`config.mk`:
```
export PLATFORM = sky130hd
export DESIGN_NAME = arbitro_rr_flat
export DESIGN_NICKNAME = d
export VERILOG_FILES = /design/src/rtl/arbitro_rr_if.sv /design/src/rtl/arbitro_rr.sv /design/src/flat_wrapper.sv
export SDC_FILE = /design/constraint.sdc
export NUM_CORES = 1
export LEC_CHECK = 0
export ABC_CLOCK_PERIOD_IN_PS = 2150
export CAP_MARGIN = 20
export CORE_MARGIN = 10
export CORE_UTILIZATION = 40
export CTS_CLUSTER_DIAMETER = 50
export DETAILED_ROUTE_END_ITERATION = 12
export PLACE_DENSITY = 0.72
export SYNTH_ARGS = -nofsm -noshare
export SYNTH_HDL_FRONTEND = slang
export SYNTH_SLANG_ARGS = --single-unit
```
`constraint.sdc`:
```
create_clock -name clk -period 2.15 [get_ports clk]
set_input_delay 0.645 -clock clk [delete_from_list [all_inputs] [get_ports clk]]
set_output_delay 0.645 -clock clk [all_outputs]
set_load 0.005 [all_outputs]
```
`src/rtl/arbitro_rr_if.sv`:
```
// Request/grant bundle between the requesting units and the round-robin arbiter.
// The master side drives requests and the slave side (the arbiter) drives grants.
interface arbitro_rr_if;
  logic [3:0] req;
  logic [3:0] grant;
  logic [1:0] grant_num;
  logic       available;
  logic       preempt;

  modport master (output req, input grant, grant_num, available, preempt);
  modport slave  (input req, output grant, grant_num, available, preempt);
endinterface

```
`src/rtl/arbitro_rr.sv`:
```
// Registered four-way round-robin arbiter with grant hold and timeout preemption.
// Outputs decode from registers only, so grant changes solely on rising edges.
module arbitro_rr #(
  parameter int unsigned MAX_HOLD = 8
) (
  input logic         clk,
  input logic         rst,
  arbitro_rr_if.slave bus
);

  localparam int unsigned CW = $clog2(MAX_HOLD + 1);

  typedef enum logic {StIdle, StBusy} state_e;

  state_e          state_q, state_d;
  logic [1:0]      ptr_q, ptr_d;
  logic [1:0]      owner_q, owner_d;
  logic [CW-1:0]   hold_cnt_q, hold_cnt_d;
  logic            preempt_q, preempt_d;
  logic [3:0]      others;
  logic            owner_holds;

  // First set bit of mask scanning upward from start, wrapping modulo 4.
  function automatic logic [1:0] rr_pick(input logic [3:0] mask, input logic [1:0] start);
    logic [1:0] idx;
    rr_pick = start;
    for (int k = 3; k >= 0; k--) begin
      idx = start + 2'(k);
      if (mask[idx]) rr_pick = idx;
    end
  endfunction

  assign others      = bus.req & ~(4'b0001 << owner_q);
  assign owner_holds = bus.req[owner_q];

  always_comb begin
    state_d    = state_q;
    ptr_d      = ptr_q;
    owner_d    = owner_q;
    hold_cnt_d = hold_cnt_q;
    preempt_d  = 1'b0;
    unique case (state_q)
      StIdle: begin
        if (bus.req != 4'b0000) begin
          state_d    = StBusy;
          owner_d    = rr_pick(bus.req, ptr_q);
          hold_cnt_d = CW'(1);
        end
      end
      StBusy: begin
        if (!owner_holds) begin
          // Release wins over a coincident timeout, so no preempt pulse here.
          ptr_d = owner_q + 2'd1;
          if (others != 4'b0000) begin
            owner_d    = rr_pick(others, ptr_q);
            hold_cnt_d = CW'(1);
          end else begin
            state_d = StIdle;
          end
        end else if (hold_cnt_q == CW'(MAX_HOLD) && others != 4'b0000) begin
          ptr_d      = owner_q + 2'd1;
          owner_d    = rr_pick(others, ptr_q);
          hold_cnt_d = CW'(1);
          preempt_d  = 1'b1;
        end else if (hold_cnt_q != CW'(MAX_HOLD)) begin
          hold_cnt_d = hold_cnt_q + CW'(1);
        end
      end
      default: state_d = StIdle;
    endcase
  end

  always_ff @(posedge clk or posedge rst) begin
    if (rst) begin
      state_q    <= StIdle;
      ptr_q      <= 2'd0;
      owner_q    <= 2'd0;
      hold_cnt_q <= '0;
      preempt_q  <= 1'b0;
    end else begin
      state_q    <= state_d;
      ptr_q      <= ptr_d;
      owner_q    <= owner_d;
      hold_cnt_q <= hold_cnt_d;
      preempt_q  <= preempt_d;
    end
  end

  assign bus.grant     = (state_q == StBusy) ? (4'b0001 << owner_q) : 4'b0000;
  assign bus.grant_num = (state_q == StBusy) ? owner_q : 2'd0;
  assign bus.available = (state_q == StBusy);
  assign bus.preempt   = preempt_q;

endmodule

```
`src/flat_wrapper.sv`:
```
// flat-port wrapper written by rule: the top's interface ports become plain ports
module arbitro_rr_flat 
#(
  parameter int unsigned MAX_HOLD = 8
)
  (clk, rst, bus_req, bus_grant, bus_grant_num, bus_available, bus_preempt);
  arbitro_rr_if bus_i ();
  input logic clk;
  input logic rst;
  input wire logic [$bits(bus_i.req)-1:0] bus_req;
  output wire logic [$bits(bus_i.grant)-1:0] bus_grant;
  output wire logic [$bits(bus_i.grant_num)-1:0] bus_grant_num;
  output wire logic [$bits(bus_i.available)-1:0] bus_available;
  output wire logic [$bits(bus_i.preempt)-1:0] bus_preempt;
  assign bus_i.req = bus_req;
  assign bus_grant = bus_i.grant;
  assign bus_grant_num = bus_i.grant_num;
  assign bus_available = bus_i.available;
  assign bus_preempt = bus_i.preempt;
  arbitro_rr #(.MAX_HOLD(MAX_HOLD)) u_core (.clk(clk), .rst(rst), .bus(bus_i));
endmodule
```
==> results.json <==
{
  "status": "completed",
  "met1_usage_pct": 12.6,
  "min_period_ps": 2150,
  "nets": 161,
  "cp.required_ps": 2310,
  "clock_latency_ps": 270,
  "io_pins": 14,
  "min_from": "u_core.hold_cnt_q[0]",
  "synth_area_per_cell_um2": 8.08,
  "synth_warnings": 0,
  "dpl_cell_area_um2": 1170,
  "min_to": "u_core.hold_cnt_q[0]",
  "reg2reg_from": "u_core.owner_q[0]",
  "syn_area_um2": 881,
  "hold_viol": 0,
  "finalWirelength_um": 2610,
  "grt_max_degree": 15,
  "cpPeakStageDelay_ps": 470,
  "grt_use_met2_pct": 20.1,
  "p_int_w": 0.00108,
  "path_class": "reg -> reg",
  "track_usage_pct": 11.7,
  "pwr-share-seq_pct": 23.4,
  "cpMaxStageDelayCell": "dfrtp_2",
  "startpoint_type": "flop",
  "p_clk_share_pct": 9.5,
  "die_area_um2": 4480,
  "irDropWorstVdd_mv": 0.737,
  "powerDensity_nw_per_um2": 1310,
  "synth.distinct_cells": 37,
  "timing.rr.end": "u_core.owner_q[0]",
  "clk_pin_slew_ps": 70,
  "die_w_um": 66.9,
  "r2r_slack_ps": 5,
  "relSlewSlack_pct": 71.2,
  "end_kind": "flop",
  "post-place-cells": 164,
  "antenna_found_initial": 0,
  "finClkSkew_ps": 3.34,
  "sw_frac_of_total_pct": 41.1,
  "grt_pass1_wl_um": 4150,
  "seq_area_frac_synth_pct": 28.4,
  "dp_hpwl_um": 1850,
  "core_area_um2": 2020,
  "via_per_inst": 5.58,
  "async_flop_share_pct": 100,
  "grt_pass1_vias": 932,
  "cap_viol_max_count": 0,
  "finalSetupViolCount": 0,
  "port_buffers": 13,
  "slew_violations": 0,
  "dr.pass1.iters": 4,
  "busiest_layer": "met2",
  "holdPathStages": 1,
  "initial_utilization_pct": 43.6,
  "worstPathArrival_ps": 2310,
  "ys.flop_type": "dfrtp_1",
  "wl_per_cell_um": 14.9,
  "post-route-drc-count": 0,
  "layout_common_cells": "21 x buf_4, 12 x nor2_1, 8 x dlygate4sd2_1",
  "p_switching_w": 0.000753,
  "p_leak_nw": 0.668,
  "gp_congestion": 0.800,
  "synth_top_area_share_pct": 28.4,
  "path_max_fanout": 5,
  "syn-num-nets": 121,
  "path_cells": "ha_4 > and2b_2 > nor3_1 > a41o_1 > o311a_1 > or3_1 > a31o_1",
  "rsz0062_at_grt": "yes",
  "rows": 16,
  "synth_top_cell_by_area": "dfrtp_1",
  "cts_root_buf": "clkbuf_4",
  "r2r.worst_path.cells": 7,
  "gr-usage-met3_pct": 3.51,
  "syn_inst": 109,
  "diodes": 0,
  "fin_crit_sh_pct": 99.8,
  "finalInstanceArea_um2": 1400,
  "vias": 976,
  "hold_buffers": 0,
  "overflow": 0,
  "fillers": 154,
  "cts_buffers": 3,
  "final_common_cell": "buf_4",
  "p_comb_share_pct": 67.1,
  "drt_iter0_markers": 59,
  "syn2layout_area_growth_pct": 58.8,
  "die_y_um": 66.9,
  "drive_gt1_share_pct": 38.5,
  "tightest_slew_ps": 432,
  "synth-seq-cells": 10,
  "synth_enable_flop_cells": 0,
  "fmax_mhz": 466,
  "cts.path.max_buffers": 2,
  "h-tree-depth": 1,
  "fin_cells": 175,
  "cts_tree": "built",
  "clock_sinks": 10,
  "antenna_left": 0,
  "synth_area_leaders": "dfrtp_1 28%, ha_1 8.5%, nor2_1 5.1%",
  "hp-class": "reg -> reg"
}
## worst max-delay path, delay by kind of cell (launching register included)
kind,cells,cell delay [ps]
adders and majority gates,1,180
and+or+nand+nor,3,620
AOI/OAI and AO/OA,3,780
DFF,1,470
## cell type report
| cell class | instances | area [um2] | area share (%) |
|---|---|---|---|
| multi-input cells | 86 | 694 | 49.6 |
| repair buffers | 40 | 348 | 24.9 |
| flip-flops and latches | 10 | 254 | 18.2 |
| clock buffers | 4 | 36.3 | 2.59 |
| well taps | 27 | 33.8 | 2.42 |
| inverters | 8 | 32.5 | 2.33 |
## how the worst max path moves through the flow
stage	from	to	slack, ps	cells after the start
after floorplan	u_core.owner_q[0]	u_core.owner_q[0]	20	8
after global placement	bus_req[0]	u_core.owner_q[1]	-450	8
after detailed placement	bus_req[0]	u_core.owner_q[0]	-470	7
after CTS	u_core.owner_q[0]	bus_grant[2]	-90	4
after global routing	u_core.owner_q[1]	u_core.owner_q[0]	-80	8
final	u_core.owner_q[0]	u_core.owner_q[0]	5	7
## flip-flops by register name, summed over array words and instances (netlist names)
register	cells
u_core.ptr_q	2
u_core.bus.available	1
u_core.bus.preempt	1
u_core.owner_q	2
u_core.hold_cnt_q	4
## synth_stat cells (all sizes together), types with 3 or more instances
library cell / number
a31oi: 3
nand2: 9
inv: 8
dfrtp: 10
a21oi: 6
o21ai: 9
and2: 6
ha: 6
nand2b: 4
clkbuf: 4
nor2: 12
## metrics by stage
stage | hold WS (ps) | util [%] | total power, W | TNS [ps] | setup slack (ps)
detailed placement | 524 | 58.0 | 0.00142 | -3540 | -473
floorplan | 485 | - | 0.000955 | 0 | 20.8
CTS | 534 | 64.2 | 0.00170 | -118 | -87.2
global route | 573 | 69.2 | 0.00200 | -112 | -81.4
global placement | 509 | 58.0 | 0.00138 | -3230 | -453
finish | 541 | 69.2 | 0.00183 | 0 | 4.60
## power groups by stage
stage,Clock (W),Combinational (W),Sequential (W)
finish,0.000174,0.00123,0.000428
global route,0.000190,0.00136,0.000445
CTS,0.000180,0.00113,0.000398
detailed placement,0,0.00103,0.000397
global placement,0,0.000991,0.000388
floorplan,0,0.000626,0.000329
## routing by layer
layer	vias up	part of all wire [%]
li1	466	-
met1	484	41
met2	22	51
met3	4	5.3
met4	0	1.8
met5	-	0
## repair_timing
action	CTS	global route
endpoints found under the setup margin	12	12
gates resized for setup	24	22
pin swaps	2	4
setup buffers	5	2
## logic make-up after synthesis
| family | synth area share (%) |
|---|---|
| buffers and inverters | 5.97 |
| AO/OA/AOI/OAI | 20.7 |
| multiplexers | 6.25 |
| AND/OR/NAND/NOR | 28.1 |
| flip-flops | 28.4 |
| adder cells (fa/ha/maj) | 8.52 |
| XOR/XNOR | 1.99 |
Power figures use the tool's default switching activity.
